File: src/rtl/ftdi_echo_pkg.sv
// Shared types for the FTDI echo engine: echo modes, FSM states and bus width.
package ftdi_echo_pkg;

  localparam int BYTE_W = 8;

  typedef enum logic [1:0] {
    LOOPBACK = 2'b00,
    COUNT    = 2'b01,
    INVERT   = 2'b10,
    DISCARD  = 2'b11
  } echo_mode_t;

  typedef enum logic [3:0] {
    ST_IDLE,
    ST_RX_WAIT,
    ST_RD_LOW,
    ST_RD_HIGH,
    ST_TURN,
    ST_TX_WAIT,
    ST_WR_LOW,
    ST_WR_HOLD,
    ST_DONE
  } state_t;

endpackage

File: src/rtl/echo_fifo.sv
// Show-ahead byte FIFO holding one packet; also exposes the entry behind the head
// so the consumer can preload its output register on the same edge it pops.
module echo_fifo
  import ftdi_echo_pkg::*;
#(
  parameter int DEPTH = 64
) (
  input  logic              clock,
  input  logic              reset,
  input  logic              push,
  input  logic              pop,
  input  logic              flush,
  input  logic [BYTE_W-1:0] din,
  output logic [BYTE_W-1:0] head,
  output logic [BYTE_W-1:0] next_head,
  output logic              empty,
  output logic              full
);

  localparam int AW = (DEPTH > 1) ? $clog2(DEPTH) : 1;
  localparam int CW = $clog2(DEPTH + 1);

  logic [BYTE_W-1:0] mem [0:(2**AW)-1];
  logic [AW-1:0]     wr_ptr;
  logic [AW-1:0]     rd_ptr;
  logic [AW-1:0]     rd_ptr_nxt;
  logic [CW-1:0]     count;

  assign rd_ptr_nxt = rd_ptr + AW'(1);
  assign head       = mem[rd_ptr];
  assign next_head  = mem[rd_ptr_nxt];
  assign empty      = (count == '0);
  assign full       = (count == CW'(DEPTH));

  always_ff @(posedge clock or posedge reset) begin
    if (reset) begin
      wr_ptr <= '0;
      rd_ptr <= '0;
      count  <= '0;
    end else if (flush) begin
      wr_ptr <= '0;
      rd_ptr <= '0;
      count  <= '0;
    end else begin
      if (push) wr_ptr <= wr_ptr + AW'(1);
      if (pop)  rd_ptr <= rd_ptr_nxt;
      case ({push, pop})
        2'b10:   count <= count + CW'(1);
        2'b01:   count <= count - CW'(1);
        default: count <= count;
      endcase
    end
  end

  // Storage carries no reset; validity is tracked by the pointers alone.
  always_ff @(posedge clock) begin
    if (push && !flush) mem[wr_ptr] <= din;
  end

endmodule

File: src/rtl/ftdi_echo_engine.sv
// FTDI FIFO-bus echo engine: reads a packet of PKT_LEN bytes, then writes it back
// (looped, inverted, counted) or drops it, with fully registered bus strobes.
module ftdi_echo_engine
  import ftdi_echo_pkg::*;
#(
  parameter int PKT_LEN    = 64,
  parameter int FIFO_DEPTH = 64,
  localparam int CT_W      = $clog2(PKT_LEN + 1)
) (
  input  logic              clock,
  input  logic              reset,
  input  logic              en,
  input  logic              clear,
  input  logic [1:0]        mode,
  input  logic              rxf,
  input  logic              txe,
  input  logic [BYTE_W-1:0] adbus_in,
  output logic              ftdi_rd,
  output logic              ftdi_wr,
  output logic              adbus_tri,
  output logic [BYTE_W-1:0] adbus_out,
  output logic [CT_W-1:0]   rd_ct,
  output logic [CT_W-1:0]   wr_ct,
  output logic [15:0]       pkt_count,
  output logic              pkt_done,
  output logic              busy
);

  if (PKT_LEN < 1 || PKT_LEN > 256 || FIFO_DEPTH < PKT_LEN ||
      (FIFO_DEPTH & (FIFO_DEPTH - 1)) != 0) begin : g_param_check
    $fatal(1, "ftdi_echo_engine: illegal PKT_LEN/FIFO_DEPTH combination");
  end

  state_t            state;
  echo_mode_t        mode_q;
  logic              fifo_push;
  logic              fifo_pop;
  logic              fifo_flush;
  logic              fifo_empty;
  logic              fifo_full;
  logic [BYTE_W-1:0] fifo_head;
  logic [BYTE_W-1:0] fifo_next;
  logic [CT_W-1:0]   wr_ct_inc;
  logic              rd_last;

  function automatic logic [BYTE_W-1:0] echo_byte(input echo_mode_t m,
                                                  input logic [BYTE_W-1:0] data,
                                                  input logic [CT_W-1:0] idx);
    logic [CT_W+BYTE_W-1:0] idx_ext;
    idx_ext = {{BYTE_W{1'b0}}, idx};
    case (m)
      INVERT:  echo_byte = ~data;
      COUNT:   echo_byte = idx_ext[BYTE_W-1:0];
      default: echo_byte = data;
    endcase
  endfunction

  assign wr_ct_inc  = wr_ct + CT_W'(1);
  assign rd_last    = (rd_ct == CT_W'(PKT_LEN));
  assign fifo_push  = (state == ST_RD_LOW) && !clear;
  assign fifo_pop   = (state == ST_WR_HOLD) && !clear;
  assign fifo_flush = clear || (state == ST_DONE);

  echo_fifo #(.DEPTH(FIFO_DEPTH)) u_fifo (
    .clock     (clock),
    .reset     (reset),
    .push      (fifo_push),
    .pop       (fifo_pop),
    .flush     (fifo_flush),
    .din       (adbus_in),
    .head      (fifo_head),
    .next_head (fifo_next),
    .empty     (fifo_empty),
    .full      (fifo_full)
  );

  // Outputs are assigned alongside each transition so they describe the state being entered.
  always_ff @(posedge clock or posedge reset) begin
    if (reset) begin
      state     <= ST_IDLE;
      mode_q    <= LOOPBACK;
      ftdi_rd   <= 1'b1;
      ftdi_wr   <= 1'b1;
      adbus_tri <= 1'b0;
      adbus_out <= '0;
      rd_ct     <= '0;
      wr_ct     <= '0;
      pkt_count <= '0;
      pkt_done  <= 1'b0;
      busy      <= 1'b0;
    end else if (clear) begin
      state     <= ST_IDLE;
      ftdi_rd   <= 1'b1;
      ftdi_wr   <= 1'b1;
      adbus_tri <= 1'b0;
      adbus_out <= '0;
      rd_ct     <= '0;
      wr_ct     <= '0;
      pkt_done  <= 1'b0;
      busy      <= 1'b0;
    end else begin
      ftdi_rd  <= 1'b1;
      ftdi_wr  <= 1'b1;
      pkt_done <= 1'b0;
      case (state)
        ST_IDLE: begin
          if (en) begin
            state  <= ST_RX_WAIT;
            mode_q <= echo_mode_t'(mode);
            busy   <= 1'b1;
          end
        end
        ST_RX_WAIT: begin
          if (!rxf && en) begin
            state   <= ST_RD_LOW;
            ftdi_rd <= 1'b0;
          end
        end
        ST_RD_LOW: begin
          state <= ST_RD_HIGH;
          rd_ct <= rd_ct + CT_W'(1);
        end
        ST_RD_HIGH: begin
          if (rd_last && mode_q == DISCARD) begin
            state     <= ST_DONE;
            pkt_done  <= 1'b1;
            rd_ct     <= '0;
            wr_ct     <= '0;
            pkt_count <= pkt_count + 16'd1;
          end else if (rd_last) begin
            state     <= ST_TURN;
            adbus_tri <= 1'b1;
          end else if (!rxf && en) begin
            state   <= ST_RD_LOW;
            ftdi_rd <= 1'b0;
          end else begin
            state <= ST_RX_WAIT;
          end
        end
        ST_TURN: begin
          state     <= ST_TX_WAIT;
          adbus_out <= echo_byte(mode_q, fifo_head, '0);
        end
        ST_TX_WAIT: begin
          if (!txe && en) begin
            state   <= ST_WR_LOW;
            ftdi_wr <= 1'b0;
          end
        end
        ST_WR_LOW: begin
          state <= ST_WR_HOLD;
        end
        ST_WR_HOLD: begin
          wr_ct <= wr_ct_inc;
          if (wr_ct_inc == CT_W'(PKT_LEN)) begin
            state     <= ST_DONE;
            pkt_done  <= 1'b1;
            adbus_tri <= 1'b0;
            rd_ct     <= '0;
            wr_ct     <= '0;
            pkt_count <= pkt_count + 16'd1;
          end else begin
            state     <= ST_TX_WAIT;
            adbus_out <= echo_byte(mode_q, fifo_next, wr_ct_inc);
          end
        end
        ST_DONE: begin
          state <= ST_IDLE;
          busy  <= 1'b0;
        end
        default: begin
          state     <= ST_IDLE;
          adbus_tri <= 1'b0;
          busy      <= 1'b0;
        end
      endcase
    end
  end

  a_no_overflow:  assert property (@(posedge clock) disable iff (reset) !(fifo_push && fifo_full));
  a_no_underflow: assert property (@(posedge clock) disable iff (reset) !(fifo_pop && fifo_empty));
  a_strobe_excl:  assert property (@(posedge clock) disable iff (reset) !(!ftdi_rd && !ftdi_wr));
  a_no_rd_drive:  assert property (@(posedge clock) disable iff (reset) !(!ftdi_rd && adbus_tri));

endmodule

File: config.mk
export PLATFORM = sky130hd
export DESIGN_NAME = ftdi_echo_engine
export DESIGN_NICKNAME = d
export VERILOG_FILES = /design/src/rtl/ftdi_echo_pkg.sv /design/src/rtl/echo_fifo.sv /design/src/rtl/ftdi_echo_engine.sv
export SDC_FILE = /design/constraint.sdc
export NUM_CORES = 1
export LEC_CHECK = 0
export ABC_CLOCK_PERIOD_IN_PS = 3800
export CAP_MARGIN = 15
export CORE_ASPECT_RATIO = 1.5
export CORE_MARGIN = 1.5
export CORE_UTILIZATION = 45
export DETAILED_ROUTE_END_ITERATION = 16
export GPL_ROUTABILITY_DRIVEN = 0
export SYNTH_ARGS = -nofsm -noshare
export SYNTH_HDL_FRONTEND = slang
export SYNTH_SLANG_ARGS = --single-unit
export TNS_END_PERCENT = 5
File: constraint.sdc
create_clock -name clock -period 3.8 [get_ports clock]
set_input_delay 0.76 -clock clock [delete_from_list [all_inputs] [get_ports clock]]
set_output_delay 0.76 -clock clock [all_outputs]
set_load 0.005 [all_outputs]
; ---- Word level (Yosys, flattened, before mapping)
; Memory sizes are Yosys's and may differ from the RTL's.
; Index checks and enable logic that the tools add are counted.
[word_totals]
ff_bits = 61
latch_bits = 0
ramBits = 512
romBits = 0
in_bits = 16
output_inout_bits = 43
elab_cells = 125
n_memories = 1
[memory_table]
columns = memory, words, word_bits, rd, rd_clocked_by_memory_dff, write_ports, line_no
row1 = u_fifo.mem, 64, 8, 2, 0, 1, echo_fifo.sv:23  ; logic [BYTE_W-1:0] mem [0:(2**AW)-1];
[classes]
addsub = 5
n_mul = 0
n_div = 0
n_lt_le_gt_ge = 0
n_eq_ne = 25
shift = 0
n_mux = 50
n_bitwise = 3
n_reduce_logical = 28
[op_table]
columns = operator, n
row1 = 8-bit one-hot mux with 2 select lines, 3
row2 = 7-bit two-way mux, 5
row3 = 16-bit two-way mux, 2
row4 = 16-bit one-hot mux with 2 select lines, 1
row5 = 4-bit one-hot mux with 8 select lines, 1
row6 = 4-bit two-way mux, 6
row7 = 6-bit two-way mux, 4
row8 = "3-bit inequality test, second input constant", 7
row9 = 7-bit one-hot mux with 3 select lines, 1
row10 = 1-bit two-way mux, 18
row11 = "16-bit by 1-bit adder with 16-bit output, second input constant", 1
row12 = "4-bit by 3-bit equality test with 1-bit output, second input constant", 4
row13 = 8-bit two-way mux, 2
row14 = 8-bit inverter, 2
row15 = "7-bit by 1-bit adder with 7-bit output, second input constant", 2
row16 = "7-bit equality test, second input constant", 2
row17 = 7-bit one-hot mux with 2 select lines, 1
row18 = 7-bit OR reduction, 2
row19 = "6-bit by 1-bit adder with 6-bit output, second input constant", 2
row20 = 3-bit AND reduction, 3
row21 = "4-bit by 2-bit equality test with 1-bit output, second input constant", 2
row22 = 4-bit AND reduction, 2
row23 = 1-bit logical AND, 6
row24 = "2-bit by 1-bit inequality test with 1-bit output, second input constant", 3
row25 = 18 further kinds, 29

; ---- Longest topological paths before layout
[logic_depth]
word_depth = 7
depth_mapped = 13

; ---- By module
; A second synthesis with hierarchy kept.
[unflattened]
hier_cells = 1685
area_unflattened_um2 = 28275.9
[by_module_without_submodules]
columns = module, n_inst, cells_each, area_each_um2, seq_area_each_um2
row1 = echo_fifo, 1, 1391, 25411.9, 15850.2
row2 = ftdi_echo_engine, 1, 294, 2864.0, 1228.7

; ---- Worst setup path after synthesis
; No wires, ideal clock.
[synth_timing]
path_kind = register to register
from = register u_fifo.rd_ptr[0]
to = register adbus_out[7]
setup_time_ns = 0.126
t_arrival_ns = 2.683
required_ns = 3.674
path_slack_ns = 0.991
path_stages_with_launch = 14
path_cell_list = dfrtp_1 > ha_1 > buf_2 > buf_2 > buf_2 > buf_2 > mux4_2 > nand2_1 > nand4_1 > o211ai_1 > nand4_1 > mux2i_1 > nor2_1 > a221o_1
[synth_via]
elab_chain_cells = 7
[synth_rtl]
columns = item, line_no
row1 = from (decl), echo_fifo.sv:25  ; logic [AW-1:0] rd_ptr;
row2 = from (signal assigned), echo_fifo.sv:46  ; if (pop) rd_ptr <= rd_ptr_nxt;
row3 = 6-bit by 1-bit adder with 6-bit output, echo_fifo.sv:29  ; assign rd_ptr_nxt = rd_ptr + AW'(1);
row4 = memory 64 x 8 bit (*), --
row5 = 8-bit inverter, ftdi_echo_engine.sv:52  ; INVERT: echo_byte = ~data;
row6 = 8-bit one-hot mux with 2 select lines, ftdi_echo_engine.sv:51  ; case (m)
row7 = 8-bit two-way mux, ftdi_echo_engine.sv:155  ; if (wr_ct_inc == CT_W'(PKT_LEN)) begin
row8 = 8-bit one-hot mux with 2 select lines (*), ftdi_echo_engine.sv:105  ; case (state)
row9 = 8-bit two-way mux (*), ftdi_echo_engine.sv:91  ; end else if (clear) begin
row10 = to (signal assigned), ftdi_echo_engine.sv:142  ; adbus_out <= echo_byte(mode_q, fifo_head, '0);
row11 = to (signal assigned), ftdi_echo_engine.sv:164  ; adbus_out <= echo_byte(mode_q, fifo_next, wr_ct_inc);
row12 = to (decl), ftdi_echo_engine.sv:21  ; output logic [BYTE_W-1:0] adbus_out,
; Mark *: on every way between the ends. The rest lies on a longest branch, timed or not. The select of a mux whose other input is x is not followed.
; A chain may end at the register's enable or synchronous reset.

; ---- Worst setup path in the final report
[layout_timing]
from = register u_fifo.rd_ptr[1]
to = register adbus_out[5]
; The elaborated chain is that of the path after synthesis.

==> impl_metrics.prom <==
# TYPE chip_impl_metric gauge
chip_impl_metric{name="endpoints_failing_setup",unit=""} 0
chip_impl_metric{name="pin_count_of_the_biggest_net_entering_global_routing",unit=""} 46
chip_impl_metric{name="grt_first_pass_wirelength",unit="mm"} 119.9
chip_impl_metric{name="dr.pass1.iters",unit=""} 5
chip_impl_metric{name="hpwl",unit="mm"} 57.76
chip_impl_metric{name="synth_seq_area_share",unit=""} 0.6074
chip_impl_metric{name="stdcell_count",unit=""} 2700
chip_impl_metric{name="maximum_vdd_drop",unit="mV"} 0.3386
chip_impl_metric{name="timing.setup.tns",unit="ns"} 0
chip_impl_metric{name="cts.sinks",unit=""} 573
chip_impl_metric{name="utilization",unit=""} 0.5203
chip_impl_metric{name="htreeDepth",unit=""} 2
chip_impl_info{name="tritoncts",value="done"} 1
chip_impl_metric{name="detailroute.via_count",unit=""} 17130
chip_impl_info{name="critical_path_endpoint_category",value="register"} 1
chip_impl_metric{name="period_needed",unit="ns"} 3.615
chip_impl_metric{name="post_synth.cell_area_avg",unit="um^2"} 16.36
chip_impl_metric{name="routedWlPerCell",unit="um"} 30.35
chip_impl_metric{name="timing.reg2reg.worst_path_depth",unit=""} 11
chip_impl_metric{name="leakage",unit="nW"} 10.10
chip_impl_metric{name="synth-adder-area-share",unit=""} 0.004046
chip_impl_metric{name="count_of_boundary_i_o_pins",unit=""} 59
chip_impl_metric{name="place_worst_setup_slack",unit="ns"} 0.2534
chip_impl_metric{name="worst_slack",unit="ns"} 0.1854
chip_impl_metric{name="worst_skew_pair.late_latency",unit="ns"} 0.62
chip_impl_info{name="min-delay-path-class",value="input port to asynchronous set/reset pin"} 1
chip_impl_info{name="netlist_top_cells_count",value="512 x sky130_fd_sc_hd__edfxtp_1, 242 x sky130_fd_sc_hd__mux4_2, 160 x sky130_fd_sc_hd__nand2_1"} 1
chip_impl_metric{name="antenna_found_initial",unit=""} 0
chip_impl_metric{name="post-route-period-util",unit=""} 0.9512
chip_impl_metric{name="total_instance_count_after_detailed_placement",unit=""} 2603
chip_impl_metric{name="post_drt_via_cell_ratio",unit=""} 6.345
chip_impl_metric{name="synth.cell_area",unit="um^2"} 27830
chip_impl_metric{name="number_of_cts_inserted_buffers",unit=""} 53
chip_impl_metric{name="detail_route.iter0.violations",unit=""} 1732
chip_impl_metric{name="drive_above_1_share",unit=""} 0.2818
chip_impl_metric{name="antenna_left",unit=""} 0
chip_impl_metric{name="slew_margin_rel",unit=""} 0.3122
chip_impl_metric{name="synth_simple_gate_area_share",unit=""} 0.06883
chip_impl_metric{name="synthMuxAreaShare",unit=""} 0.2339
chip_impl_metric{name="timing_hold_violations_final",unit=""} 0
chip_impl_metric{name="worst_clock_skew",unit="ns"} 0.01733
chip_impl_metric{name="dieHeight",unit="um"} 307.6
chip_impl_metric{name="max_cap_violations",unit=""} 0
chip_impl_metric{name="timing.critical_path.arrival",unit="ns"} 4.16
chip_impl_metric{name="p_per_area",unit="nW/um^2"} 405.5
chip_impl_metric{name="globalRouteOverflowTotal",unit=""} 0
chip_impl_metric{name="postSynthCellCount",unit=""} 1701
chip_impl_metric{name="fill_cells",unit=""} 4948
chip_impl_info{name="yosysTopAreaCell",value="sky130_fd_sc_hd__edfxtp_1"} 1
chip_impl_metric{name="timing.critical_path.fanout_max",unit=""} 29
chip_impl_metric{name="floorplan_core_area",unit="um^2"} 61110
chip_impl_info{name="synth_top_family_by_area",value="multiplexers"} 1
chip_impl_metric{name="syn_nets",unit=""} 1726
chip_impl_info{name="clock-root-buffer",value="sky130_fd_sc_hd__clkbuf_16"} 1
chip_impl_metric{name="clockBufferDepth",unit=""} 3
chip_impl_metric{name="slew_viol_final",unit=""} 0
chip_impl_metric{name="compound_gate_portion_of_the_synthesized_area",unit=""} 0.04838
chip_impl_metric{name="synthArstFlopShare",unit=""} 0.1065
chip_impl_metric{name="yosys_warnings",unit=""} 0
chip_impl_metric{name="ys_types",unit=""} 71
chip_impl_metric{name="clock.fmax",unit="MHz"} 276.7
chip_impl_metric{name="synth_seq_cells",unit=""} 573
chip_impl_metric{name="path_clk_slew",unit="ns"} 0.06
chip_impl_metric{name="rows",unit=""} 111
chip_impl_metric{name="num_antenna_cells",unit=""} 0
chip_impl_metric{name="synth-edff-count",unit=""} 512
chip_impl_metric{name="first_global_vias",unit=""} 17540
chip_impl_metric{name="drcViolationCount",unit=""} 0
chip_impl_metric{name="drt_wl_total",unit="mm"} 81.95
chip_impl_metric{name="grt_usage",unit=""} 0.2646
chip_impl_metric{name="initial_utilization",unit=""} 0.4554
chip_impl_info{name="synth_area_leaders",value="sky130_fd_sc_hd__edfxtp_1 55%, sky130_fd_sc_hd__mux4_2 20%, sky130_fd_sc_hd__dfrtp_1 5.3%"} 1
chip_impl_metric{name="area_delta_synth_final",unit="%"} 14.25
chip_impl_metric{name="die_width",unit="um"} 206.0
chip_impl_info{name="setup.worst_path.class",value="register to register"} 1
chip_impl_metric{name="numPortBuffers",unit=""} 58
chip_impl_metric{name="critPathRequiredTime",unit="ns"} 4.35
chip_impl_metric{name="netlist.area_leader.share",unit=""} 0.5525
chip_impl_info{name="run_status",value="completed"} 1
chip_impl_info{name="unrepaired_setup_endpoints_after_global_routing",value="no"} 1
chip_impl_metric{name="design.die.area",unit="um^2"} 63370
chip_impl_info{name="critical_path.startpoint_type",value="register"} 1
chip_impl_info{name="post-synth-top-count-cell",value="sky130_fd_sc_hd__edfxtp_1"} 1
chip_impl_info{name="yosys_most_used_dff",value="sky130_fd_sc_hd__edfxtp_1"} 1
chip_impl_metric{name="design.final.nets",unit=""} 1892
chip_impl_metric{name="worst-slew-pin-transition",unit="ns"} 1.032
chip_impl_metric{name="synthXorXnorAreaFrac",unit=""} 0.01187
state kept, by name, indices dropped and copies added, names as in the netlist:
register / count
adbus_out: 8
ftdi_rd: 1
adbus_tri: 1
u_fifo.wr_ptr: 6
rd_ct: 7
pkt_done: 1
u_fifo.mem: 512
wr_ct: 7
ftdi_wr: 1
state: 4
pkt_count: 16
busy: 1
mode_q: 2
u_fifo.rd_ptr: 6
critical path, stage by stage (launching register included):
cell and delay, ns:
sky130_fd_sc_hd__dfrtp_4 0.57, sky130_fd_sc_hd__ha_4 0.48, sky130_fd_sc_hd__buf_12 0.29, sky130_fd_sc_hd__buf_4 0.29
sky130_fd_sc_hd__mux4_2 0.32, sky130_fd_sc_hd__nand2_1 0.08, sky130_fd_sc_hd__a21oi_1 0.11, sky130_fd_sc_hd__a221o_1 0.31
sky130_fd_sc_hd__nor2_1 0.15, sky130_fd_sc_hd__nand2_1 0.06, sky130_fd_sc_hd__a2111oi_0 0.68, sky130_fd_sc_hd__a211o_1 0.18
power by group:
part | switching (mW) | internal, mW | total [mW]
logic | 0.429 | 0.231 | 0.660
registers | 0.0618 | 6.90 | 6.97
clock network | 2.36 | 2.91 | 5.27
total | 2.85 | 10.0 | 12.9
area by class of cell:
class,instances,area [um^2],share of cell area
Clock buffer,61,1356,0.04266
Clock inverter,36,320.3,0.01007
Inverter,9,33.78,0.001063
Multi-Input combinational cell,1004,10250,0.3224
Sequential cell,573,16920,0.5321
Tap cell,791,989.7,0.03113
Timing Repair Buffer,226,1927,0.06060
what timing repair did:
item                                   in CTS  in global routing
setup endpoints to repair                   0                  1
hold buffers                                0                  0
setup buffers                               0                  0
resized for setup                           0                  1
endpoints found under the hold margin       0                  0
cells in the final DEF (no fill, tap or decap), drive strengths merged, types with 23 or more instances in the layout:
cell type        n
clkdlybuf4s50   50
nand3           47
nand2          160
mux2i           89
clkinv          25
o21ai           38
mux4           242
nor3            23
nor2           105
dfrtp           59
a21oi           40
buf            176
clkbuf          61
edfxtp         512
logic make-up (layout without fill, tap and decap cells):
logic type,count (synthesis),in the layout
flip-flops,573,573
AND/OR/NAND/NOR,423,423
multiplexers,346,346
AO/OA/AOI/OAI,193,193
buffers and inverters,124,332
XOR/XNOR,33,33
adder cells (fa/ha/maj),9,9
worst paths after layout:
check / startpoint / to / slack [ns]
max: u_fifo.rd_ptr[1] / adbus_out[5] / 0.19
min: reset / pkt_count[7] / 0.47
max reg2reg: u_fifo.rd_ptr[1] / adbus_out[5] / 0.19
min reg2reg: pkt_count[15] / pkt_count[15] / 0.48
max in group asynchronous: reset / u_fifo.rd_ptr[1] / 2.59
min in group clock: pkt_count[15] / pkt_count[15] / 0.48
layer usage:
| metal | routed length [um] | global-route usage | up-vias |
|---|---|---|---|
| met4 | 4616 | 0.1357 | 0 |
| li1 | - | - | 7251 |
| met1 | 30250 | 0.3248 | 8926 |
| met2 | 41710 | 0.4492 | 751 |
| met3 | 5376 | 0.04286 | 204 |
| met5 | 0 | 0 | - |
per-stage QoR:
step | cell area (um^2) | total power [mW] | hold slack, ns
detailed placement | 30110 | 7.749 | 0.4795
global placement | 30110 | 7.739 | 0.4639
global route | 31790 | 13.28 | 0.4938
CTS | 31790 | 12.97 | 0.4630
floorplan | 27830 | 7.456 | 0.4682
finish | 31790 | 12.89 | 0.4690
Power figures use the tool's default switching activity.
